==> src/rtl/parc_core_rob_ctrl.sv <==
// parc_core_rob_ctrl: reorder-buffer bookkeeping for the parc core.
// Tracks per-slot valid/filled/wen/waddr, allocates at the tail,
// retires in order from the head, and answers source-operand lookups
// against in-flight destinations.
// Optional feature macro: ROB_BYPASS_EN. When it is defined, a filled
// matching entry is offered as a bypass source. When it is undefined,
// any matching entry stalls the operand.
module parc_core_rob_ctrl #(
  parameter int ROB_SLOTS  = 16,
  parameter int ROB_SLOT_W = 4
) (
  input  logic                  clk,
  input  logic                  reset,
  input  logic                  rob_alloc_val,
  output logic                  rob_alloc_rdy,
  output logic [ROB_SLOT_W-1:0] rob_alloc_slot,
  input  logic                  rob_alloc_wen,
  input  logic [4:0]            rob_alloc_waddr,
  input  logic                  rob_fill_val,
  input  logic [ROB_SLOT_W-1:0] rob_fill_slot,
  output logic                  rob_commit_val,
  output logic                  rob_commit_wen,
  output logic [ROB_SLOT_W-1:0] rob_commit_slot,
  output logic [4:0]            rob_commit_waddr,
  input  logic [4:0]            src0_addr,
  input  logic [4:0]            src1_addr,
  output logic                  src0_byp_val,
  output logic                  src1_byp_val,
  output logic [ROB_SLOT_W-1:0] src0_byp_slot,
  output logic [ROB_SLOT_W-1:0] src1_byp_slot,
  output logic                  src0_stall,
  output logic                  src1_stall
);

`ifdef ROB_BYPASS_EN
  localparam bit BYP_EN = 1'b1;
`else
  localparam bit BYP_EN = 1'b0;
`endif

  localparam logic [ROB_SLOT_W:0] FULL_CNT = (ROB_SLOT_W+1)'(ROB_SLOTS);
  localparam logic [ROB_SLOT_W-1:0] PTR_ONE = ROB_SLOT_W'(1);

  logic [ROB_SLOTS-1:0]  valid_q, valid_d;
  logic [ROB_SLOTS-1:0]  filled_q, filled_d;
  logic [ROB_SLOTS-1:0]  wen_q, wen_d;
  logic [4:0]            waddr_q [ROB_SLOTS];
  logic [4:0]            waddr_d [ROB_SLOTS];
  logic [ROB_SLOT_W-1:0] head_q, head_d;
  logic [ROB_SLOT_W-1:0] tail_q, tail_d;
  logic [ROB_SLOT_W:0]   count_q, count_d;

  logic                  alloc_fire;
  logic                  commit_fire;

  logic                  src0_hit, src0_rdy;
  logic                  src1_hit, src1_rdy;
  logic [ROB_SLOT_W-1:0] src0_idx, src1_idx;
  logic [ROB_SLOT_W-1:0] scan_idx;

  // Free-slot indication comes from registered count only, so a commit in
  // the same cycle never opens a slot for a same-cycle allocation.
  assign rob_alloc_rdy  = (count_q != FULL_CNT);
  assign rob_alloc_slot = tail_q;
  assign alloc_fire     = rob_alloc_val && rob_alloc_rdy;

  // Filled is a registered bit, so a fill can retire no earlier than the
  // following cycle.
  assign commit_fire      = valid_q[head_q] && filled_q[head_q];
  assign rob_commit_val   = commit_fire;
  assign rob_commit_wen   = commit_fire && wen_q[head_q] && (waddr_q[head_q] != 5'd0);
  assign rob_commit_slot  = head_q;
  assign rob_commit_waddr = valid_q[head_q] ? waddr_q[head_q] : 5'd0;

  // Next-state for entries and pointers: fill, then retire head, then allocate tail.
  always_comb begin
    valid_d  = valid_q;
    filled_d = filled_q;
    wen_d    = wen_q;
    waddr_d  = waddr_q;
    head_d   = head_q;
    tail_d   = tail_q;
    count_d  = count_q;

    if (rob_fill_val && valid_q[rob_fill_slot]) begin
      filled_d[rob_fill_slot] = 1'b1;
    end

    if (commit_fire) begin
      valid_d[head_q]  = 1'b0;
      filled_d[head_q] = 1'b0;
      wen_d[head_q]    = 1'b0;
      waddr_d[head_q]  = 5'd0;
      head_d           = head_q + PTR_ONE;
    end

    // The tail slot is never the committing head: a full buffer refuses allocation,
    // and an empty buffer has no valid head.
    if (alloc_fire) begin
      valid_d[tail_q]  = 1'b1;
      filled_d[tail_q] = 1'b0;
      wen_d[tail_q]    = rob_alloc_wen;
      waddr_d[tail_q]  = rob_alloc_waddr;
      tail_d           = tail_q + PTR_ONE;
    end

    case ({alloc_fire, commit_fire})
      2'b10:   count_d = count_q + 1'b1;
      2'b01:   count_d = count_q - 1'b1;
      default: count_d = count_q;
    endcase
  end

  // Entry and pointer registers. Reset discards every in-flight entry.
  always_ff @(posedge clk or posedge reset) begin
    if (reset) begin
      valid_q  <= '0;
      filled_q <= '0;
      wen_q    <= '0;
      head_q   <= '0;
      tail_q   <= '0;
      count_q  <= '0;
      for (int i = 0; i < ROB_SLOTS; i++) begin
        waddr_q[i] <= 5'd0;
      end
    end else begin
      valid_q  <= valid_d;
      filled_q <= filled_d;
      wen_q    <= wen_d;
      head_q   <= head_d;
      tail_q   <= tail_d;
      count_q  <= count_d;
      waddr_q  <= waddr_d;
    end
  end

  // Source lookup: walk from oldest (head) to youngest so the last hit wins.
  // The retiring head still counts, because its regfile write lands at the
  // clock edge and is not yet visible to decode.
  always_comb begin
    src0_hit = 1'b0;
    src0_rdy = 1'b0;
    src0_idx = '0;
    src1_hit = 1'b0;
    src1_rdy = 1'b0;
    src1_idx = '0;
    scan_idx = '0;
    for (int i = 0; i < ROB_SLOTS; i++) begin
      scan_idx = head_q + ROB_SLOT_W'(i);
      if (valid_q[scan_idx] && wen_q[scan_idx]) begin
        if ((src0_addr != 5'd0) && (waddr_q[scan_idx] == src0_addr)) begin
          src0_hit = 1'b1;
          src0_rdy = filled_q[scan_idx];
          src0_idx = scan_idx;
        end
        if ((src1_addr != 5'd0) && (waddr_q[scan_idx] == src1_addr)) begin
          src1_hit = 1'b1;
          src1_rdy = filled_q[scan_idx];
          src1_idx = scan_idx;
        end
      end
    end
  end

  // Without bypass every hit stalls; with bypass only unfilled hits stall.
  assign src0_byp_val  = BYP_EN && src0_hit && src0_rdy;
  assign src1_byp_val  = BYP_EN && src1_hit && src1_rdy;
  assign src0_stall    = src0_hit && !(BYP_EN && src0_rdy);
  assign src1_stall    = src1_hit && !(BYP_EN && src1_rdy);
  assign src0_byp_slot = src0_byp_val ? src0_idx : '0;
  assign src1_byp_slot = src1_byp_val ? src1_idx : '0;

endmodule

==> config.mk <==
export PLATFORM = sky130hd
export DESIGN_NAME = parc_core_rob_ctrl
export DESIGN_NICKNAME = d
export VERILOG_FILES = /design/src/rtl/parc_core_rob_ctrl.sv
export SDC_FILE = /design/constraint.sdc
export NUM_CORES = 1
export LEC_CHECK = 0
export CORE_ASPECT_RATIO = 1.5
export CORE_MARGIN = 2
export CORE_UTILIZATION = 60
export CTS_BUF_LIST = sky130_fd_sc_hd__clkbuf_4 sky130_fd_sc_hd__clkbuf_8 sky130_fd_sc_hd__clkbuf_16
export CTS_CLUSTER_DIAMETER = 80
export DETAILED_ROUTE_END_ITERATION = 6
export PLACE_DENSITY = 0.89
export SETUP_SLACK_MARGIN = 0.5
export SLEW_MARGIN = 20
export SYNTH_ARGS = -nofsm -noshare
export SYNTH_HDL_FRONTEND = slang
export SYNTH_SLANG_ARGS = --single-unit
export TNS_END_PERCENT = 50
==> constraint.sdc <==
create_clock -name clk -period 10.7 [get_ports clk]
set_clock_uncertainty 0.05 [all_clocks]
set_input_delay 2.14 -clock clk [delete_from_list [all_inputs] [get_ports clk]]
set_output_delay 2.14 -clock clk [all_outputs]
set_load 0.02 [all_outputs]
==> impl_metrics.toml, run 1 <==
[global_route]
track_usage_pct = 40.5
grt_max_degree = 80
grt_pass1_wl_um = 79100
antenna_found_initial = 0
grt-ovfl-total = 0
grt_pass1_vias = 12800

[floorplanning]
rows = 70
fp.coreArea_um2 = 24300
start_util_pct = 61.1
die_area_um2 = 26100
die_w_um = 133
fp.dieH_um = 197
io_pins = 52

[place]
preCtsSetupSlack_ns = 2.88
globalplace.congestion = 1.14
io_buffers = 41
hpwl_um = 37100

[synth]
synth.area.mux_share_pct = 32.3
synthArstFlopShare_pct = 100
yosys.area.top_type_share_pct = 23.7
syn_area_um2 = 14900
avgSynthCellArea_um2 = 10.8
synth_top_family_by_area = "multiplexers"
ys_warn_count = 0
synthSimpleGateAreaFrac_pct = 10.5
yosys-top-cells-area = "dfrtp_1 (24%), mux4_2 (20%), mux2i_1 (8.3%)"
ys_types = 79
synth_cells = 1379
synth_enable_flop_cells = 0
ys_ff_latch = 141
synth_ff_type = "dfrtp_1"
synth_fa_ha_area_share_pct = 1.90
synth-compound-area-share_pct = 15.6
ys_seq_area_share_pct = 23.7
synth_xor_xnor_area_share_pct = 10.6
synth_largest_area_cell = "dfrtp_1"

[setup_path]
crit_path_start_kind = "flip-flop"
crit_slowest_cell = "ha_4"
cpMostUsedCell = "mux2i_1"
cp.required_ns = 8.51
startpoint = "rob_commit_slot[0]"
path_cells = "inv_6 > ha_4 > inv_2 > mux4_2 > mux2i_1 > mux2i_1 > xnor2_1 > nand3_1 > or4_1 > nand4_1 > a2bb2oi_1 > clkdlybuf4s50_1"
crit_buf_inv = 3
rr_worst_depth = 16
path_max_fanout = 63
r2r_setup_slack_ns = 5.70
endpoint_kind = "primary output"
slowest_delay_ns = 1.09
worst_ep_arrival_time_ns = 6.20
crit_type = "reg2out"
path_delay_family = "buffers and inverters"
r2r-end = "count_q[4]"
rr_startpoint = "rob_commit_slot[0]"

[cells_and_area]
syn_to_final_growth_pct = 6.70
diodes = 0
fin_nets = 1390
fillers = 1824
drive_gt1_share_pct = 19.2
final_util_pct = 65.2

[route]
drt-wirelength-per-cell_um = 31.1
drc_errors = 0
dr.pass1.iters = 6
finalWirelength_um = 52200
vias = 13100
viasPerCell = 7.76
drtIter0Drc = 1829
final_antenna_net_count = 0

[sta]
hold_viol_final = 0
fin_crit_sh_pct = 78.4
drv_slew = 0
fin_setup_tns_ns = 0
rsz0062_at_grt = "false"
setup-violations-final = 0
finalCriticalPeriod_ns = 8.39
maxSlewHeadroom_pct = 20.0
worstMarginPinSlew_ns = 1.20
fmax_mhz = 119
fin_ws_ns = 2.31

[worst_hold_path]
hold_path_class = "reg2reg"
min_to = "count_q[4]"
hold_start = "count_q[4]"
hold_depth = 1

[clock_tree]
cts.sinks = 141
clockBufferDepth = 2
clk_pin_slew_ns = 0.06
htreeDepth = 4
holdBufCountCts = 0
cts_tree = "built"
worstSkewPairLatency_ns = 0.44
post_cts_buffers = 0
post_cts_resized = 0
cts_made_buffers = 17
root_buffer = "clkbuf_16"

[flow_run]
max_cap_viol_count = 0

[status]
status = "finished, final reports clean"
==> through the flow <==
| step | hold slack [ns] | cell area, um2 | cells |
|---|---|---|---|
| floorplan | 0.391 | 14900 | 1388 |
| global placement | 0.405 | 15200 | 1648 |
| detailed placement | 0.422 | 15200 | 1648 |
| CTS | 0.436 | 15800 | 1680 |
| global route | 0.457 | 15900 | 1681 |
| finish | 0.435 | 15900 | 1681 |
==> per-layer routing <==
layer / global-route usage, % / wire length, um
met4: 37.7 / 5800
met3: 11.0 / 6290
met1: 45.6 / 16200
met5: 0 / 0
met2: 62.2 / 23900
==> cell usage in the layout, fill, tap and decap left out, drive strengths merged, types with 5 or more instances in the layout <==
master	netlist	final
a21o	18	18
a21oi	54	54
a22o	96	96
a22oi	20	20
a31oi	9	9
and2	15	15
buf	91	22
clkbuf	34	19
clkdlybuf4s50	0	40
clkinv	1	5
conb	1	10
dfrtp	141	141
ha	21	21
inv	18	20
mux2	24	24
mux2i	126	126
mux4	143	143
nand2	80	80
nand2b	8	8
nand3	46	46
nand4	19	19
nor2	55	55
nor2b	25	25
nor3	20	20
nor4	17	17
o2111ai	8	8
o211ai	14	14
o21ai	29	29
o22ai	9	9
xnor2	119	119
xor2	58	58
==> cells in the mapped netlist, types with 14 or more instances <==
library cell and n:
buf_1 20, nor2b_1 25, a22oi_1 20, clkbuf_1 34
a22o_1 96, buf_2 36, xnor2_1 116, inv_1 14
nand2_1 80, a21o_1 18, mux2_2 24, nor4_1 17
nor2_1 55, ha_1 21, and2_1 15, xor2_1 57
mux4_2 131, mux2i_1 124, nor3_1 18, o21ai_0 27
a21oi_1 35, nand3_1 46, nand4_1 19, buf_4 21
dfrtp_1 141
==> cell type report <==
type | count | area, um2 | share of cell area (%)
Timing Repair Buffer | 62 | 583 | 3.68
Tap cell | 324 | 405 | 2.56
Multi-Input combinational cell | 1103 | 10600 | 67.1
Clock buffer | 19 | 447 | 2.82
Inverter | 19 | 81.3 | 0.513
Clock inverter | 13 | 165 | 1.04
Sequential cell | 141 | 3540 | 22.3
==> worst reg2reg max path, cell delays in order, from the launching register on <==
cell     delay (ns)
dfrtp_4        0.84
buf_4          0.71
mux4_1         0.85
nand2_1        0.15
nand3_1        0.10
o21ai_1        0.45
nor2b_1        0.14
buf_4          0.22
ha_1           0.27
inv_1          0.13
fa_1           0.22
inv_1          0.05
a21o_1         0.18
a21oi_1        0.18
xnor2_1        0.14
nor2_1         0.07
xor2_1         0.15
==> kinds of logic after synthesis <==
family,after synthesis
buf+inv,144
flops,141
mux,293
simple gates,310
compound gates,291
xor+xnor,177
other cells,1
fa+ha+maj,22
==> flip-flops by register name (all words and copies together), names as in the netlist <==
signal and flops:
filled_q 16, rob_alloc_slot 4, valid_q 16, wen_q 16
count_q 5, waddr_q 80, rob_commit_slot 4
==> worst max path at each step <==
stage / endpoint / slack, ns / depth (start not counted)
after global routing: src1_stall / 1.96 / 12
after global placement: src1_stall / 2.84 / 9
final: src1_stall / 2.31 / 12
after detailed placement: src1_stall / 2.88 / 12
after CTS: src1_stall / 2.40 / 12
after floorplan: src1_stall / 4.18 / 17
Power of run 1 is not shown: default switching activity piles up to over one toggle a cycle in this logic, so the estimate is an artifact.
==> run 2, diff against run 1 <==
--- a/config.mk
+++ b/config.mk
@@ -7,11 +7,11 @@
 export LEC_CHECK = 0
 export CORE_ASPECT_RATIO = 1.5
 export CORE_MARGIN = 2
-export CORE_UTILIZATION = 60
+export CORE_UTILIZATION = 58
 export CTS_BUF_LIST = sky130_fd_sc_hd__clkbuf_4 sky130_fd_sc_hd__clkbuf_8 sky130_fd_sc_hd__clkbuf_16
 export CTS_CLUSTER_DIAMETER = 80
 export DETAILED_ROUTE_END_ITERATION = 6
-export PLACE_DENSITY = 0.89
+export PLACE_DENSITY = 0.9
 export SETUP_SLACK_MARGIN = 0.5
 export SLEW_MARGIN = 20
 export SYNTH_ARGS = -nofsm -noshare
==> constraint.sdc (replaced) <==
create_clock -name clk -period 7.2 [get_ports clk]
set_clock_uncertainty 0.05 [all_clocks]
set_input_delay 1.44 -clock clk [delete_from_list [all_inputs] [get_ports clk]]
set_output_delay 1.44 -clock clk [all_outputs]
set_load 0.02 [all_outputs]
==> impl_metrics.toml, run 2 (synthesis gave the netlist of run 1 again) <==
[place]
globalplace.congestion = 1.12
io_buffers = 41
hpwl_um = 38700

[global_route]
grt_pass1_vias = 12900
grt-ovfl-total = 0
antenna_found_initial = 0
track_usage_pct = 40.1
grt_pass1_wl_um = 80800
grt_max_degree = 122

[status]
status = "finished, final reports clean"

[clock_tree]
root_buffer = "clkbuf_16"
cts_made_buffers = 17
htreeDepth = 4
clockBufferDepth = 2
cts_tree = "built"
cts.sinks = 141
holdBufCountCts = 0
clk_pin_slew_ns = 0.07
worstSkewPairLatency_ns = 0.45

[cells_and_area]
final_util_pct = 64.0
fin_nets = 1407
drive_gt1_share_pct = 20.4
top_register = "waddr_q"
final_common_cell = "dfrtp_1"
syn_to_final_growth_pct = 8.25
diodes = 0
largest_reg_flops = 80
final_cell_mix = "dfrtp_1 (138), mux4_2 (131), mux2i_1 (124), xnor2_1 (114), a22o_1 (96)"

[setup_path]
crit_type = "reg2out"
rr_worst_depth = 17
worst_ep_arrival_time_ns = 5.20
crit_path_start_kind = "flip-flop"
endpoint_kind = "primary output"
path_max_fanout = 121
cp.required_ns = 5.71

[worst_hold_path]
hold_path_class = "reg2reg"
hold_depth = 1

[sta]
finalCriticalPeriod_ns = 6.69
hold_viol_final = 0
setup-violations-final = 0
maxSlewHeadroom_pct = 21.8
fin_setup_tns_ns = 0
worstMarginPinSlew_ns = 1.17
fin_crit_sh_pct = 93.0
drv_slew = 0
rsz0062_at_grt = "true"
fmax_mhz = 149

[floorplanning]
io_pins = 52
fp.coreArea_um2 = 25100
die_w_um = 135
die_area_um2 = 27000
rows = 71
fp.dieH_um = 200
start_util_pct = 59.1

[route]
dr.pass1.iters = 6
drc_errors = 0
vias = 13200
drtIter0Drc = 1989
viasPerCell = 7.74
finalWirelength_um = 53800
drt-wirelength-per-cell_um = 31.6
final_antenna_net_count = 0

[flow_run]
max_cap_viol_count = 0
run 2: changes by cell type in the layout (fill, tap and decap cells not counted), sizes merged:
cell | before | now
clkinvlp | 4 | 3
clkbuf | 19 | 17
bufinv | 3 | 1
clkinv | 5 | 7
buf | 22 | 38
inv | 20 | 23
clkdlybuf4s50 | 40 | 41
run 2: metal layers:
metal	share of wire, %	routed length (um)	GRT usage (%)	vias up
met5	0	0	0	-
met4	11	5900	34.1	0
met3	11	5800	10.9	349
met2	46	24900	61.7	1129
met1	32	17200	45.9	6407
li1	-	-	-	5288
run 2: worst paths after layout:
kind | from | end | slack (ns)
worst max-delay path | rob_commit_slot[1] | src0_stall | 0.51
worst min-delay path | count_q[4] | count_q[4] | 0.42
worst max register to register | rob_commit_slot[1] | count_q[4] | 3.28
worst min register to register | count_q[4] | count_q[4] | 0.42
max in group asynchronous | reset | waddr_q[1] | 4.54
min in group asynchronous | reset | valid_q[10] | 1.46
run 2: cell type report:
| class | count | area, um2 |
|---|---|---|
| flip-flops and latches | 141 | 3540 |
| well taps | 328 | 410 |
| fillers | 1869 | 9040 |
| repair buffers | 79 | 768 |
| inverters | 19 | 92.6 |
| multi-input cells | 1103 | 10700 |
| clock inverters | 15 | 195 |
| clock buffers | 17 | 425 |
run 2: worst max-delay path: stages, from the launching register on:
cell and delay [ns]:
dfrtp_4 0.47, buf_16 0.48, mux4_2 0.59, mux2i_1 0.63
mux2i_1 0.32, xnor2_1 0.20, nand4_1 0.12, nor3_1 0.06
a21oi_1 0.26, nand4_1 0.14, nor4_1 0.63, a21oi_1 0.16
clkdlybuf4s50_1 0.56
run 2: per-stage QoR:
stage / hold slack [ns] / instances / worst slack, ns / cell area [um2]
3_5_place_dp: 0.411 / 1667 / 0.909 / 15400
2_1_floorplan: 0.391 / 1388 / 1.38 / 14900
5_1_grt: 0.446 / 1702 / 0.484 / 16100
3_3_place_gp: 0.406 / 1667 / 0.921 / 15400
6_report: 0.422 / 1702 / 0.506 / 16100
4_1_cts: 0.423 / 1699 / 0.570 / 16000
run 2: timing repair:
action,in CTS,in global routing
buffers inserted,0,3
setup endpoints to repair,0,2
gates resized for setup,0,12
Power of run 2 is left out for the same reason.
